$ cat config.mk
export PLATFORM = sky130hd
export DESIGN_NAME = rx_packet_ctrl
export DESIGN_NICKNAME = d
export VERILOG_FILES = /design/src/rtl/rx_packet_ctrl.sv
export SDC_FILE = /design/constraint.sdc
export NUM_CORES = 1
export LEC_CHECK = 0
export BUFFER_PORTS_ARGS = -buffer_cell sky130_fd_sc_hd__buf_2
export CORE_MARGIN = 2
export CORE_UTILIZATION = 44
export DETAILED_ROUTE_END_ITERATION = 10
export MAX_ROUTING_LAYER = met4
export PLACE_DENSITY = 0.76
export SETUP_SLACK_MARGIN = 0.05
export SLEW_MARGIN = 40
export SYNTH_ARGS = -nofsm -noshare
export SYNTH_HDL_FRONTEND = slang
export SYNTH_SLANG_ARGS = --single-unit
$ cat constraint.sdc
create_clock -name clk -period 3.4 [get_ports clk]
set_input_delay 0.34 -clock clk [delete_from_list [all_inputs] [get_ports clk]]
set_output_delay 0.34 -clock clk [all_outputs]
set_load 0.01 [all_outputs]
$ cat src/rtl/rx_packet_ctrl.sv
// rtl/rx_packet_ctrl.sv - Gen2 RX demodulator sequencer and command packet framer
//
// Holds the demodulator in reset while the transmitter is busy, re-arms it
// between packets, frames the serial bitout/bitclk stream into one command
// packet and hands that packet to the command decoder through a
// valid/ack handshake.
//
// Ports:
//   clk          system clock, all logic on the rising edge
//   reset        asynchronous active-low reset
//   bitin        demodulated data bit
//   bitclk       demodulator bit strobe (rising edge marks a valid bit)
//   rx_overflow  demodulator end-of-frame / overflow indication
//   trcal_in     demodulator TR cal measurement
//   tx_busy      transmitter active, demodulator must stay in reset
//   pkt_ack      consumer accepts the presented packet
//   rx_reset     active-high reset to the demodulator
//   pkt_data     received bits, newest bit at bit 0
//   pkt_bits     number of bits received (saturates at 127)
//   pkt_type     decoded packet type (7 = variable length / unknown)
//   pkt_valid    packet complete and held stable until acknowledged
//   pkt_error    one-cycle pulse on a framing error
//   trcal_out    TR cal value captured with the first bit of the packet
module rx_packet_ctrl #(
    parameter int DATA_W     = 64,
    parameter int ARM_CYCLES = 2,
    parameter int MAX_BITS   = 127
) (
    input  logic              clk,
    input  logic              reset,
    input  logic              bitin,
    input  logic              bitclk,
    input  logic              rx_overflow,
    input  logic [9:0]        trcal_in,
    input  logic              tx_busy,
    input  logic              pkt_ack,
    output logic              rx_reset,
    output logic [DATA_W-1:0] pkt_data,
    output logic [6:0]        pkt_bits,
    output logic [2:0]        pkt_type,
    output logic              pkt_valid,
    output logic              pkt_error,
    output logic [9:0]        trcal_out
);

    typedef enum logic [1:0] {
        ST_ARM,
        ST_LISTEN,
        ST_DONE
    } state_t;

    localparam logic [2:0] TYPE_QUERYREP = 3'd0;
    localparam logic [2:0] TYPE_ACK      = 3'd1;
    localparam logic [2:0] TYPE_QUERY    = 3'd2;
    localparam logic [2:0] TYPE_QUERYADJ = 3'd3;
    localparam logic [2:0] TYPE_REQ_RN   = 3'd4;
    localparam logic [2:0] TYPE_VAR      = 3'd7;

    localparam logic [6:0] LEN_QUERYREP  = 7'd4;
    localparam logic [6:0] LEN_ACK       = 7'd18;
    localparam logic [6:0] LEN_QUERY     = 7'd22;
    localparam logic [6:0] LEN_QUERYADJ  = 7'd9;
    localparam logic [6:0] LEN_REQ_RN    = 7'd40;

    localparam logic [6:0] BITS_SAT      = 7'd127;
    localparam logic [6:0] MAX_B         = 7'(MAX_BITS);
    localparam logic [3:0] ARM_LAST      = 4'(ARM_CYCLES - 1);

    state_t            state;
    logic [3:0]        arm_cnt;
    logic              bitclk_q;
    logic              bit_stb;

    // Decode result of the packet seen so far: type_known once the prefix
    // is resolved, fixed_len when that type has a known length exp_len.
    logic              type_known;
    logic              fixed_len;
    logic [6:0]        exp_len;

    // Post-shift view of the packet for the current cycle. Completion and
    // error decisions are made on these so that a strobe coinciding with
    // rx_overflow is counted before the overflow is judged.
    logic [DATA_W-1:0] data_nxt;
    logic [6:0]        bits_nxt;
    logic              known_nxt;
    logic              fixed_nxt;
    logic [2:0]        type_nxt;
    logic [6:0]        len_nxt;
    logic              len_hit;

    assign bit_stb = bitclk & ~bitclk_q;

    always_comb begin
        data_nxt  = pkt_data;
        bits_nxt  = pkt_bits;
        known_nxt = type_known;
        fixed_nxt = fixed_len;
        type_nxt  = pkt_type;
        len_nxt   = exp_len;

        if (bit_stb) begin
            data_nxt = {pkt_data[DATA_W-2:0], bitin};
            bits_nxt = (pkt_bits == BITS_SAT) ? pkt_bits : pkt_bits + 7'd1;
        end

        // Prefix decode. data_nxt[k-1] is the first bit of a k-bit packet.
        // At 4 bits an unresolved prefix must start with 1; at 8 bits it
        // must start with 11, so only the remaining bits need testing.
        if (bit_stb && !type_known) begin
            case (bits_nxt)
                7'd2: begin
                    if (!data_nxt[1]) begin
                        known_nxt = 1'b1;
                        fixed_nxt = 1'b1;
                        type_nxt  = data_nxt[0] ? TYPE_ACK : TYPE_QUERYREP;
                        len_nxt   = data_nxt[0] ? LEN_ACK : LEN_QUERYREP;
                    end
                end
                7'd4: begin
                    if (!data_nxt[2]) begin
                        known_nxt = 1'b1;
                        if (!data_nxt[1]) begin
                            fixed_nxt = 1'b1;
                            type_nxt  = data_nxt[0] ? TYPE_QUERYADJ : TYPE_QUERY;
                            len_nxt   = data_nxt[0] ? LEN_QUERYADJ : LEN_QUERY;
                        end else begin
                            fixed_nxt = 1'b0;
                            type_nxt  = TYPE_VAR;
                            len_nxt   = 7'd0;
                        end
                    end
                end
                7'd8: begin
                    known_nxt = 1'b1;
                    if (data_nxt[7:0] == 8'b1100_0001) begin
                        fixed_nxt = 1'b1;
                        type_nxt  = TYPE_REQ_RN;
                        len_nxt   = LEN_REQ_RN;
                    end else begin
                        fixed_nxt = 1'b0;
                        type_nxt  = TYPE_VAR;
                        len_nxt   = 7'd0;
                    end
                end
                default: ;
            endcase
        end

        len_hit = known_nxt && fixed_nxt && (bits_nxt == len_nxt);
    end

    always_ff @(posedge clk or negedge reset) begin
        if (!reset) begin
            state      <= ST_ARM;
            arm_cnt    <= 4'd0;
            bitclk_q   <= 1'b0;
            rx_reset   <= 1'b1;
            pkt_data   <= '0;
            pkt_bits   <= 7'd0;
            pkt_type   <= 3'd0;
            pkt_valid  <= 1'b0;
            pkt_error  <= 1'b0;
            trcal_out  <= 10'd0;
            type_known <= 1'b0;
            fixed_len  <= 1'b0;
            exp_len    <= 7'd0;
        end else begin
            bitclk_q  <= bitclk;
            pkt_error <= 1'b0;

            case (state)
                ST_ARM: begin
                    rx_reset <= 1'b1;
                    if (tx_busy) begin
                        // The arm window only starts counting once TX is idle.
                        arm_cnt <= 4'd0;
                    end else if (arm_cnt == ARM_LAST) begin
                        arm_cnt    <= 4'd0;
                        rx_reset   <= 1'b0;
                        pkt_data   <= '0;
                        pkt_bits   <= 7'd0;
                        pkt_type   <= 3'd0;
                        type_known <= 1'b0;
                        fixed_len  <= 1'b0;
                        exp_len    <= 7'd0;
                        state      <= ST_LISTEN;
                    end else begin
                        arm_cnt <= arm_cnt + 4'd1;
                    end
                end

                ST_LISTEN: begin
                    if (tx_busy) begin
                        // Abort silently; the partial packet is discarded.
                        rx_reset <= 1'b1;
                        arm_cnt  <= 4'd0;
                        state    <= ST_ARM;
                    end else begin
                        pkt_data   <= data_nxt;
                        pkt_bits   <= bits_nxt;
                        pkt_type   <= type_nxt;
                        type_known <= known_nxt;
                        fixed_len  <= fixed_nxt;
                        exp_len    <= len_nxt;
                        if (bit_stb && pkt_bits == 7'd0) begin
                            trcal_out <= trcal_in;
                        end

                        if (len_hit) begin
                            pkt_valid <= 1'b1;
                            rx_reset  <= 1'b1;
                            state     <= ST_DONE;
                        end else if (rx_overflow) begin
                            rx_reset <= 1'b1;
                            arm_cnt  <= 4'd0;
                            if (bits_nxt == 7'd0) begin
                                state <= ST_ARM;
                            end else if (known_nxt && !fixed_nxt) begin
                                // Variable-length packets end on overflow.
                                pkt_valid <= 1'b1;
                                state     <= ST_DONE;
                            end else begin
                                // Short fixed-length packet, or a prefix that
                                // never resolved: framing error.
                                pkt_error <= 1'b1;
                                state     <= ST_ARM;
                            end
                        end else if (bits_nxt >= MAX_B) begin
                            pkt_error <= 1'b1;
                            rx_reset  <= 1'b1;
                            arm_cnt   <= 4'd0;
                            state     <= ST_ARM;
                        end
                    end
                end

                ST_DONE: begin
                    // Packet registers are frozen here; strobes, overflow and
                    // tx_busy are all ignored until the consumer acknowledges.
                    if (pkt_ack) begin
                        pkt_valid <= 1'b0;
                        arm_cnt   <= 4'd0;
                        state     <= ST_ARM;
                    end
                end

                default: begin
                    rx_reset <= 1'b1;
                    arm_cnt  <= 4'd0;
                    state    <= ST_ARM;
                end
            endcase
        end
    end

endmodule

---- Word level (Yosys, flattened, before mapping) ----
Cells that the tools add are included.
word-level totals
  bits of input ports ..................... 17
  word-level logic and storage cells ...... 153
  output and inout bits ................... 87
  flip-flop bits (word level) ............. 103
cells by class
  bitwise operators ....................... 4
  mux-type cells .......................... 88
  equality and inequality tests ........... 24
  $lt $le $gt $ge ......................... 1
  reductions and logical operators ........ 20
  add/subtract/negate cells ............... 2
operator list
  kind                   count
  $mux W64               4
  $pmux W64 S2           1
  $mux W7                9
  $mux W1                33
  $mux W4                7
  $pmux W7 S2            2
  $mux W3                7
  $pmux W7 S3            1
  $mux W2                10
  $ne A3 B3 Y1 const B   6
  $mux W5                3
  $logic_not A7 Y1       2
  $ne A2 B2 Y1 const B   6
  $pmux W4 S3            1
  $pmux W1 S3            3
  $pmux W3 S3            1
  $eq A8 B8 Y1 const B   1
  $reduce_and A4 Y1      2
  $reduce_and A8 Y1      1
  $add A7 B1 Y7 const B  1
  $eq A7 B2 Y1 const B   1
  $eq A7 B3 Y1 const B   1
  $eq A7 B4 Y1 const B   1
  $eq A7 B7 Y1           1
  other kinds (23)       34

---- Longest topological paths before layout ----
Gate-level depths: netlist (run 1).
  word-level depth ........................ 15
  depth in mapped cells ................... 14
  gate-level depth less buffers ........... 12

---- Worst setup path after synthesis (run 1) ----
No wires, ideal clock.
  kind .................................... reg-to-reg
  from .................................... register pkt_bits[0]
  to ...................................... register state[1]
  buffers on the path ..................... 1
  data required time ...................... 3,276 ps
  period minus slack after synthesis ...... 3,225 ps
  cell stages (with the launch flop) ...... 14
  arrival ................................. 3,101 ps
  setup time .............................. 124 ps
  setup slack ............................. 175 ps
  path through ............................ dfrtp_1 -> ha_1 -> nand3_2 -> o211a_1 -> a21oi_1 -> clkbuf_1 -> nand4_1 -> o2111ai_1 -> o21ai_1 -> xnor2_1 -> and4_1 -> and2_4 -> o21a_1 -> or2_1
between the ends
  longest elaborated chain between the ends .. 14
  elaborated cells on any way between the ends .. 28
  classes of those cells .................. add/sub: 1; order compare: 1; eq/ne: 6; mux: 14; reduce/logical: 6
ends and longest elaborated chain
  what                                           RTL line  text
  from (decl)                                    39        output logic [6:0] pkt_bits,
  from (signal assigned)                         200       pkt_bits <= bits_nxt;
  $add A7 B1 Y7 or $eq A7 B7 Y1 (tied branches)  103       bits_nxt = (pkt_bits == BITS_SAT) ? pkt_bits : pkt_bits + 7'd1;
  $mux W7                                        103
  $mux W7 *                                      101       if (bit_stb) begin
  $eq A7 B4 Y1, or another cell as far along     110       case (bits_nxt)
  $pmux W1 S3                                    110
  $mux W1                                        109       if (bit_stb && !type_known) begin
  $logic_not A1 Y1                               218       end else if (known_nxt && !fixed_nxt) begin
  $logic_and A1 B1 Y1                            218
  $mux W2                                        218
  $mux W2                                        216       if (bits_nxt == 7'd0) begin
  $mux W2                                        213       end else if (rx_overflow) begin
  $mux W2                                        209       if (len_hit) begin
  $mux W2                                        193       if (tx_busy) begin
  $pmux W2 S3                                    171       case (state)
  to (signal assigned)                           197       state <= ST_ARM;
  to (signal assigned)                           212       state <= ST_DONE;
  to (signal assigned)                           217       state <= ST_ARM;
  to (decl)                                      69        state_t state;
Every way passes the cells marked *; elsewhere a longest branch is shown, timed or not.
A chain may end at the register's enable or synchronous reset.

---- Final worst setup path (run 1) ----
  from .................................... register pkt_bits[1]
  to ...................................... register state[1]
Same word-level chain as after synthesis.

==> out/metrics.csv, run 1 <==
stage,metric,value,unit
sta,worst setup margin,0.1594,ns
yosys,synthesis-stage register bit count,103,
sta,clock skew,0.01341,ns
route,Post-Route WL,13.22,mm
setup_path,R2R Setup Slk,0.16,ns
sta,"Hold Violations, Final",0,
min_path,worst min-delay path category,input pin to asynchronous set/reset pin,
sta,fmax,308.6,MHz
yosys,number of synthesized flops with an enable pin,0,
setup_path,CP Data Arrival Time,3.46,ns
setup_path,family with the most delay on the worst path,compound AO/OA/AOI/OAI gates,
clocking,Clock Latency Late Sink,0.34,ns
global_routing,first-pass GRT wire length,21.43,mm
sta,Worst-Margin Slew,0.7030,ns
die,row count,39,
finish,Layout area overhead,24.68,%
yosys,"Warnings, synthesis",0,
yosys,Post-Syn Area,5025,µm²
placement,dpl hpwl,9.077,mm
route,DR iter-0 viols,287,
clocking,clock sinks,103,
setup_path,critical path endpoint,state[1],
die,I/O pin cnt,104,
placement,Placer Congestion,0.9562,
setup_path,CP endpoint kind,register,
clocking,Clock Pin Slew Worst Setup and Hold Paths,0.08,ns
setup_path,CP max-delay cell,a2111o_1,
clocking,CTS tree,done,
route,vias,4346,
sta,fin crit share,95.31,%
clocking,H-tree depth,3,
sta,Min Hold Slack,0.009883,ns
setup_path,critical path class,register to register,
setup_path,R2R cell count,13,
sta,"Slew Viols, Final",0,
route,via/cell ratio,5.929,
die,Die X,110.9,µm
setup_path,worst setup path startpoint,pkt_bits[1],
sta,unrepaired setup endpoints after global routing,true,
finish,layout cells sized above 1,32.88,%
setup_path,Worst path depth,13,
clocking,Root Buffer,clkbuf_16,
route,WL/cell,18.04,µm
run,MaxCap Viol Count,0,
sta,min Tclk post-route,3.241,ns
yosys,Post-synth top flop,dfrtp_1,
yosys,register area share after synthesis,51.32,%
sta,Slew HR,53.14,%
power_and_ir_drop,Peak VDD IR,0.2525,mV
setup_path,CP cell instances,"ha_4, nand4b_1, buf_4, a21oi_2, o221ai_2, a2111o_1, a22oi_1, o22ai_1, xnor2_1, o2111a_1, and2_4, o21a_1, or2_1",
sta,setup TNS,0,ns
power_and_ir_drop,Static Leak,3.011,nW
route,first drt pass iteration count,5,
power_and_ir_drop,total power divided by cell area,511.7,nW/µm²
clocking,clk buf depth,2,
die,die area,12290,µm²
global_routing,GRT Resource Usage Total,21.75,%
finish,antenna diode count,0,
yosys,synthesized area per cell,10.62,µm²
yosys,post-synthesis cell type count,71,
global_routing,largest net degree at the start of global routing,89,
finish,Filler cells,982,
setup_path,Buf/Inv on CP,1,
yosys,post-synth net total,494,
setup_path,reg2reg end,state[1],
run_status,outcome,"finished, final reports clean",
global_routing,vias in the first global route,4163,
placement,dpl ws,0.03023,ns
setup_path,crit-path max cell delay,0.51,ns
route,Post-DRT Antenna Nets,0,
sta,count of final setup violators,0,
yosys,ys async rst share,100.0,%
yosys,Cells after Synth,473,
die,CORE AREA,11270,µm²
finish,Final nets,606,
setup_path,WP data required,3.62,ns
die,chip height,110.9,µm
placement,port buffer count,103,
die,Initial Utilization,44.58,%
setup_path,CP Launch Type,register,
setup_path,reg2reg start,pkt_bits[1],
clocking,Num CTS Buffers,9,
setup_path,CP Max Fanout,7,
global_routing,initial antenna violation count,0,
global_routing,grt total ovfl,0,
route,DRC,0,
metal layers:
layer  part of all wire (%)  vias to the layer above  track usage (%)  routed length [µm]
met5                      0                        -                -                   0
met4                    2.3                        0            6.500                 304
met3                    5.5                       26            3.827                 722
li1                       -                     2030                -                   -
met2                     47                      166            32.56                6190
met1                     45                     2124            30.63                6003
worst reg2reg max path, delay by kind of cell, from the launching register on:
family / cells / cell delay (ns)
AO/OA/AOI/OAI: 7 / 1.54
XOR/XNOR: 1 / 0.15
adder cells (fa/ha/maj): 1 / 0.21
buffers and inverters: 1 / 0.21
flip-flops: 1 / 0.42
AND/OR/NAND/NOR: 3 / 0.59
state kept, by name (all words and copies together), names as in the netlist:
register    count
arm_cnt         4
bitclk_q        1
exp_len         7
fixed_len       1
pkt_bits        7
pkt_data       64
pkt_error       1
pkt_type        3
pkt_valid       1
rx_reset        1
state           2
trcal_out      10
type_known      1
layout by cell type, fill, tap and decap left out, types with 3 or more instances in the layout:
cell,synthesis,layout
nand4_1,8,8
a31oi_1,6,5
o32a_1,3,3
dfrtp_1,102,100
and2_1,6,6
nand2b_1,6,6
nand2_1,39,38
nand3b_1,4,4
o22ai_1,13,12
a22o_1,64,64
o21a_1,3,3
nor2_1,21,20
a21oi_1,15,13
o21ai_1,3,3
buf_4,0,29
o21ai_0,17,16
buf_6,1,3
nand3_1,10,9
nor2b_1,4,4
inv_6,0,3
inv_1,12,12
and3_1,5,5
clkbuf_16,0,9
a221oi_1,3,3
nor3b_1,4,4
a22oi_1,5,4
a21o_1,3,3
xnor2_1,4,4
mux2_2,10,10
nor3_1,8,7
o211ai_1,6,6
buf_2,9,102
kinds of logic (layout without fill, tap and decap cells):
kind of cell	after synthesis	in the layout	synth area share, %
buffers and inverters	46	163	3.809
XOR/XNOR	4	4	0.6971
adder cells (fa/ha/maj)	4	4	0.9961
multiplexers	11	11	2.440
AO/OA/AOI/OAI	169	169	26.00
AND/OR/NAND/NOR	136	136	14.74
flip-flops	103	103	51.32
Yosys cell counts, types with 4 or more instances:
cell type	n	area, µm²
a21oi_1	15	75.07
a22o_1	64	560.5
a22oi_1	5	37.54
a31oi_1	6	37.54
and2_1	6	37.54
and3_1	5	31.28
buf_2	9	45.04
clkbuf_1	23	86.33
dfrtp_1	102	2552
ha_1	4	50.05
inv_1	12	45.04
mux2_2	10	112.6
nand2_1	39	146.4
nand2b_1	6	37.54
nand3_1	10	50.05
nand3b_1	4	30.03
nand4_1	8	50.05
nor2_1	21	78.83
nor2b_1	4	25.02
nor3_1	8	40.04
nor3b_1	4	30.03
o211ai_1	6	45.04
o21ai_0	17	85.08
o22ai_1	13	81.33
xnor2_1	4	35.03
layout make-up:
type	count	area [µm²]	share of cell area [%]
inverter	12	45.04	0.7190
tap	143	178.9	2.856
sequential	103	2581	41.20
multi-input combinational	324	2405	38.39
clock buffer	10	229.0	3.655
clock inverter	6	50.05	0.7989
timing repair buffer	135	775.7	12.38
report_power, final:
group | switching (mW) | internal (mW) | leakage (nW)
Clock | 0.481 | 0.510 | 0.136
Combinational | 0.506 | 0.321 | 1.46
Sequential | 0.0741 | 1.31 | 1.42
what timing repair did:
| item | 4_1_cts | 5_1_grt |
|---|---|---|
| pin swaps | 1 | 12 |
| gates resized for setup | 2 | 25 |
| buffers inserted | 0 | 12 |
| setup endpoints to repair | 5 | 9 |
| hold buffers | 0 | 0 |
metrics by stage:
stage / util, % / total power, mW / area (µm²) / instances
6_report: 55.58 / 3.205 / 6265 / 733
5_1_grt: 55.58 / 3.370 / 6265 / 733
4_1_cts: 53.57 / 3.146 / 6038 / 721
3_5_place_dp: 51.02 / 2.149 / 5751 / 705
3_3_place_gp: 50.98 / 2.122 / 5747 / 705
2_1_floorplan: - / 1.872 / 5025 / 473
worst min-delay path by stage:
stage	from	to	slack (ns)	cells after the start
2_1_floorplan	reset	arm_cnt[0]	0.04	0
3_3_place_gp	pkt_type[2]	pkt_type[2]	0.46	2
3_5_place_dp	reset	pkt_bits[3]	0.46	1
4_1_cts	reset	pkt_bits[3]	0.08	1
5_1_grt	reset	pkt_bits[3]	0.08	1
6_report	reset	pkt_bits[3]	0.01	1
Note: power is estimated with default switching activity, not from simulation.
==> run 2, diff against run 1 <==
--- a/config.mk
+++ b/config.mk
@@ -5,12 +5,12 @@
 export SDC_FILE = /design/constraint.sdc
 export NUM_CORES = 1
 export LEC_CHECK = 0
-export BUFFER_PORTS_ARGS = -buffer_cell sky130_fd_sc_hd__buf_2
+export BUFFER_PORTS_ARGS = -buffer_cell sky130_fd_sc_hd__buf_4
 export CORE_MARGIN = 2
-export CORE_UTILIZATION = 44
+export CORE_UTILIZATION = 50
 export DETAILED_ROUTE_END_ITERATION = 10
 export MAX_ROUTING_LAYER = met4
-export PLACE_DENSITY = 0.76
+export PLACE_DENSITY = 0.84
 export SETUP_SLACK_MARGIN = 0.05
 export SLEW_MARGIN = 40
 export SYNTH_ARGS = -nofsm -noshare
==> out/metrics.csv, run 2 (synthesized netlist as in run 1, its figures left out) <==
stage,metric,value,unit,change
clocking,Clock Pin Slew Worst Setup and Hold Paths,0.10,ns,was 0.08 ns
power_and_ir_drop,Peak VDD IR,0.2905,mV,was 0.2525 mV
finish,max reg flops,64,,unchanged
die,I/O pin cnt,104,,unchanged
run,MaxCap Viol Count,0,,unchanged
sta,"Slew Viols, Final",0,,unchanged
finish,Top reg by flops,pkt_data,,unchanged
finish,most frequent cells in the layout,"buf_4 (126), dfrtp_1 (98), a22o_1 (64), nand2_1 (38), nor2_1 (18)",,"was buf_2 (102), dfrtp_1 (100), a22o_1 (64), nand2_1 (38), buf_4 (29)"
finish,final core occ,64.94,%,was 55.58%
sta,worst setup margin,0.09150,ns,was 0.1594 ns
global_routing,GRT Resource Usage Total,24.91,%,was 21.75%
global_routing,initial antenna violation count,0,,unchanged
placement,placed cell areas,6013,µm²,was 5751 µm²
clocking,Num CTS Buffers,9,,unchanged
finish,"non-filler cells, final",716,,was 733
setup_path,CP endpoint kind,register,,unchanged
sta,clock skew,0.01445,ns,was 0.01341 ns
route,Post-Route WL,13.42,mm,was 13.22 mm
power_and_ir_drop,total power divided by cell area,467.5,nW/µm²,was 511.7 nW/µm²
run_status,outcome,"finished, violations left",,"was finished, final reports clean"
finish,design area,6347,µm²,was 6265 µm²
route,DRC,0,,unchanged
clocking,CTS tree,done,,unchanged
sta,unrepaired setup endpoints after global routing,false,,was true
setup_path,critical path class,register to register,,unchanged
clocking,Clock Latency Late Sink,0.36,ns,was 0.34 ns
finish,largest registers,"pkt_data (64), trcal_out (10)",,unchanged
clocking,clock sinks,103,,unchanged
sta,Worst-Margin Slew,0.7671,ns,was 0.7030 ns
finish,"most common cell after layout, fill and taps aside",buf_4,,was buf_2
sta,Min Hold Slack,-0.006262,ns,was 0.009883 ns
setup_path,CP Max Fanout,8,,was 7
die,Die X,104.2,µm,was 110.9 µm
finish,layout cells sized above 1,32.59,%,was 32.88%
placement,placed cells,696,,was 705
setup_path,CP Launch Type,register,,unchanged
setup_path,WP data required,3.70,ns,was 3.62 ns
finish,Layout area overhead,26.32,%,was 24.68%
route,via/cell ratio,6.147,,was 5.929
sta,count of final setup violators,0,,unchanged
sta,setup TNS,0,ns,unchanged
min_path,worst min-delay path category,input pin to asynchronous set/reset pin,,unchanged
die,row count,36,,was 39
global_routing,first-pass GRT wire length,21.63,mm,was 21.43 mm
global_routing,largest net degree at the start of global routing,88,,was 89
die,Initial Utilization,51.41,%,was 44.58%
placement,port buffer count,103,,unchanged
finish,antenna diode count,0,,unchanged
global_routing,grt total ovfl,0,,unchanged
sta,Slew HR,48.86,%,was 53.14%
sta,"Hold Violations, Final",3,,was 0
power_and_ir_drop,Static Leak,2.954,nW,was 3.011 nW
placement,dpl ws,0.07402,ns,was 0.03023 ns
finish,Final nets,599,,was 606
route,vias,4401,,was 4346
run_status,failing checks,negative hold slack,,
clocking,clk buf depth,2,,unchanged
clocking,H-tree depth,3,,unchanged
die,chip height,104.2,µm,was 110.9 µm
placement,Placer Congestion,0.9455,,was 0.9562
route,WL/cell,18.74,µm,was 18.04 µm
die,die area,10870,µm²,was 12290 µm²
power_and_ir_drop,post-layout total power,2.968,mW,was 3.205 mW
setup_path,CP Data Arrival Time,3.61,ns,was 3.46 ns
die,CORE AREA,9774,µm²,was 11270 µm²
sta,fmax,302.3,MHz,was 308.6 MHz
sta,min Tclk post-route,3.308,ns,was 3.241 ns
placement,dpl hpwl,9.189,mm,was 9.077 mm
route,first drt pass iteration count,5,,unchanged
route,DR iter-0 viols,360,,was 287
clocking,Root Buffer,clkbuf_8,,was clkbuf_16
route,Post-DRT Antenna Nets,0,,unchanged
global_routing,vias in the first global route,4380,,was 4163
sta,fin crit share,97.31,%,was 95.31%
-- run 2: cell type report --
cell class	instances	area (µm²)
clock inverter	7	65.06
multi-input combinational	324	2384
timing repair buffer	128	979.7
inverter	12	45.04
sequential	103	2584
fill	818	3427
tap	133	166.4
clock buffer	9	123.9
-- run 2: worst paths after layout --
path	slack, ns	to	start	depth (start not counted)
setup / recovery	0.09	state[1]	pkt_bits[0]	13
hold / removal	-0.006	pkt_bits[1]	reset	1
setup reg to reg	0.09	state[1]	pkt_bits[0]	13
hold reg to reg	0.49	pkt_valid	pkt_valid	1
max in group asynchronous	2.66	pkt_data[26]	reset	2
min in group clk	0.14	bitclk_q	bitclk	1
-- run 2: what timing repair did --
| action | in CTS | in global routing |
|---|---|---|
| resized for setup | 0 | 25 |
| setup buffers | 0 | 4 |
| hold buffers | 0 | 0 |
| setup endpoints to repair | 0 | 9 |
-- run 2: worst max-delay path, stage by stage, from the launching register on --
cell and delay, ns:
dfrtp_1 0.38, ha_2 0.29, and3b_2 0.29, a21boi_2 0.09, o211ai_1 0.39, buf_4 0.20, a2111oi_4 0.04, o221a_1 0.29
or3_1 0.34, a211oi_1 0.24, and4_1 0.26, and2_4 0.17, o21a_1 0.15, or2_1 0.12
-- run 2: layer usage --
layer  track usage (%)  vias to the layer above  part of all wire [%]
met5                 -                        -                     0
met4             8.205                        0                   1.9
met3             4.261                       25                   5.3
met2             38.49                      154                    48
met1             33.72                     2213                    44
li1                  -                     2009                     -
-- run 2: report_power, final --
part	total, mW	internal, mW	switching (mW)
combinational	0.840	0.341	0.500
clock	0.742	0.283	0.459
sequential	1.39	1.31	0.0724
==> run 3, diff against run 2 <==
--- a/config.mk
+++ b/config.mk
@@ -7,10 +7,10 @@
 export LEC_CHECK = 0
 export BUFFER_PORTS_ARGS = -buffer_cell sky130_fd_sc_hd__buf_4
 export CORE_MARGIN = 2
-export CORE_UTILIZATION = 50
+export CORE_UTILIZATION = 55
 export DETAILED_ROUTE_END_ITERATION = 10
 export MAX_ROUTING_LAYER = met4
-export PLACE_DENSITY = 0.84
+export PLACE_DENSITY = 0.87
 export SETUP_SLACK_MARGIN = 0.05
 export SLEW_MARGIN = 40
 export SYNTH_ARGS = -nofsm -noshare
==> constraint.sdc (replaced) <==
create_clock -name clk -period 3.6 [get_ports clk]
set_input_delay 0.36 -clock clk [delete_from_list [all_inputs] [get_ports clk]]
set_output_delay 0.36 -clock clk [all_outputs]
set_load 0.01 [all_outputs]
==> out/metrics.csv, run 3 (synthesized netlist as in run 1, its figures left out) <==
stage,metric,value,unit,change
power_and_ir_drop,Peak VDD IR,0.2459,mV,was 0.2905 mV
sta,"Slew Viols, Final",0,,unchanged
route,via/cell ratio,6.358,,was 6.147
finish,max reg flops,64,,unchanged
clocking,Root Buffer,clkbuf_8,,unchanged
global_routing,largest net degree at the start of global routing,104,,was 88
sta,fmax,299.1,MHz,was 302.3 MHz
clocking,Clock Latency Late Sink,0.37,ns,was 0.36 ns
sta,worst setup margin,0.2568,ns,was 0.09150 ns
global_routing,first-pass GRT wire length,21.02,mm,was 21.63 mm
sta,"Hold Violations, Final",0,,was 3
die,chip height,99.58,µm,was 104.2 µm
setup_path,CP Launch Type,register,,unchanged
die,I/O pin cnt,104,,unchanged
finish,"most common cell after layout, fill and taps aside",buf_4,,unchanged
power_and_ir_drop,total power divided by cell area,447.1,nW/µm²,was 467.5 nW/µm²
run_status,outcome,"finished, final reports clean",,"was finished, violations left"
setup_path,WP data required,3.86,ns,was 3.70 ns
clocking,Clock Pin Slew Worst Setup and Hold Paths,0.10,ns,about the same
placement,Placer Congestion,0.9846,,was 0.9455
clocking,Post-CTS Hold Buffers,0,,unchanged
setup_path,CP Data Arrival Time,3.60,ns,was 3.61 ns
setup_path,CP endpoint kind,register,,unchanged
clocking,clk buf depth,2,,unchanged
finish,Layout area overhead,22.86,%,was 26.32%
setup_path,Buf/Inv on CP,0,,was 1
setup_path,CP max-delay cell,a2111o_1,,was o211ai_1
route,Post-DRT Antenna Nets,0,,unchanged
power_and_ir_drop,Static Leak,2.903,nW,was 2.954 nW
sta,fin crit share,92.87,%,was 97.31%
global_routing,grt total ovfl,0,,unchanged
finish,layout cells sized above 1,28.75,%,was 32.59%
clocking,clock sinks,103,,unchanged
clocking,CTS tree,done,,unchanged
setup_path,R2R Setup Slk,0.26,ns,was 0.09 ns
finish,antenna diode count,0,,unchanged
finish,Filler cells,664,,was 818
die,Die X,99.58,µm,was 104.2 µm
sta,Worst-Margin Slew,0.6470,ns,was 0.7671 ns
setup_path,crit-path max cell delay,0.43,ns,was 0.39 ns
route,Post-Route WL,12.82,mm,was 13.42 mm
placement,dpl ws,0.2810,ns,was 0.07402 ns
die,Initial Utilization,57.06,%,was 51.41%
setup_path,reg2reg end,state[1],,unchanged
sta,unrepaired setup endpoints after global routing,false,,unchanged
finish,most frequent cells in the layout,"buf_4 (118), dfrtp_1 (102), a22o_1 (64), nand2_1 (39), nor2_1 (20)",,"was buf_4 (126), dfrtp_1 (98), a22o_1 (64), nand2_1 (38), nor2_1 (18)"
route,vias,4336,,was 4401
global_routing,GRT Resource Usage Total,27.46,%,was 24.91%
finish,Top reg by flops,pkt_data,,unchanged
finish,Final nets,590,,was 599
global_routing,initial antenna violation count,0,,unchanged
sta,min Tclk post-route,3.343,ns,was 3.308 ns
route,first drt pass iteration count,5,,unchanged
finish,largest registers,"pkt_data (64), trcal_out (10)",,unchanged
clocking,Num CTS Buffers,9,,unchanged
setup_path,family with the most delay on the worst path,compound AO/OA/AOI/OAI gates,,unchanged
route,DR iter-0 viols,235,,was 360
sta,count of final setup violators,0,,unchanged
sta,setup TNS,0,ns,unchanged
placement,port buffer count,103,,unchanged
min_path,worst min-delay path category,input pin to asynchronous set/reset pin,,unchanged
setup_path,reg2reg start,pkt_bits[1],,was pkt_bits[0]
run,MaxCap Viol Count,0,,unchanged
setup_path,R2R cell count,12,,was 13
route,DRC,0,,unchanged
setup_path,critical path class,register to register,,unchanged
clocking,H-tree depth,3,,unchanged
sta,clock skew,0.01236,ns,was 0.01445 ns
setup_path,most common cell type on the critical path,o211ai_1,,
setup_path,CP Max Fanout,8,,unchanged
placement,dpl hpwl,8.896,mm,was 9.189 mm
route,WL/cell,18.79,µm,was 18.74 µm
setup_path,CP cell instances,"ha_2, nand3_2, o211ai_1, o211ai_1, a2111o_1, a22oi_1, o21ai_1, xnor2_1, and4_1, and2_4, o21a_1, or2_1",,"was ha_2, and3b_2, a21boi_2, o211ai_1, buf_4, a2111oi_4, o221a_1, or3_1, a211oi_1, and4_1, and2_4, o21a_1, or2_1"
die,die area,9916,µm²,was 10870 µm²
sta,Slew HR,56.74,%,was 48.86%
die,row count,34,,was 36
global_routing,vias in the first global route,4099,,was 4380
die,CORE AREA,8806,µm²,was 9774 µm²
run 3: changes by cell type in the layout (fill, tap and decap cells not counted), moves of 2 or more:
cell and delta:
nor2_2 -2, dfrtp_1 +4, nor2_1 +2, buf_4 -8, dfrtp_2 -4
run 3: layout make-up:
class                           count  area [µm²]  area share (%)
Tap cell                          108       135.1           2.189
Clock inverter                      7       65.06           1.054
Multi-Input combinational cell    324        2320           37.58
Clock buffer                        9       123.9           2.006
Inverter                           12       45.04          0.7296
Timing Repair Buffer              119       905.9           14.67
Sequential cell                   103        2579           41.77
run 3: worst max path at each step:
stage / from / slack, ns / endpoint / depth (start not counted)
after floorplan: pkt_bits[0] / 0.38 / state[1] / 13
after global placement: bitclk / 0.36 / state[1] / 13
after detailed placement: bitclk / 0.28 / state[1] / 13
after CTS: pkt_bits[1] / 0.27 / state[1] / 12
after global routing: bitclk_q / 0.09 / arm_cnt[1] / 11
final: pkt_bits[1] / 0.26 / state[1] / 12
run 3: power breakdown:
part | switching [mW] | leakage (nW) | internal [mW]
Combinational | 0.458 | 1.39 | 0.292
Sequential | 0.0674 | 1.42 | 1.24
Clock | 0.435 | 0.0962 | 0.268
run 3: repair_timing:
action                     in CTS  in global routing
resized for setup               0                  7
setup endpoints to repair       0                  6
buffers inserted                0                  1
run 3: worst reg2reg max path, cell delays in order (launching register included):
cell and delay, ns:
dfrtp_1 0.39, ha_2 0.28, nand3_2 0.22, o211ai_1 0.35
o211ai_1 0.29, a2111o_1 0.43, a22oi_1 0.23, o21ai_1 0.12
xnor2_1 0.14, and4_1 0.23, and2_4 0.17, o21a_1 0.19
or2_1 0.20
run 3: per-layer routing:
metal	global-route usage (%)	vias up	routed length (µm)
met4	8.746	0	193
met1	38.32	2131	5635
met2	40.90	195	6243
li1	-	1992	-
met5	-	-	0
met3	5.411	18	742
run 3: per-stage QoR:
| stage | utilization, % | std cells | total power [mW] | hold slack [ns] | area [µm²] |
|---|---|---|---|---|---|
| finish | 70.11 | 682 | 2.760 | 0.02259 | 6173 |
| global route | 70.11 | 682 | 2.926 | 0.06856 | 6173 |
| CTS | 69.52 | 681 | 2.755 | 0.06584 | 6122 |
| detailed placement | 67.38 | 665 | 2.059 | 0.4699 | 5933 |
| global placement | 67.38 | 665 | 2.036 | 0.4570 | 5933 |
| floorplan | - | 473 | 1.768 | 0.06441 | 5025 |
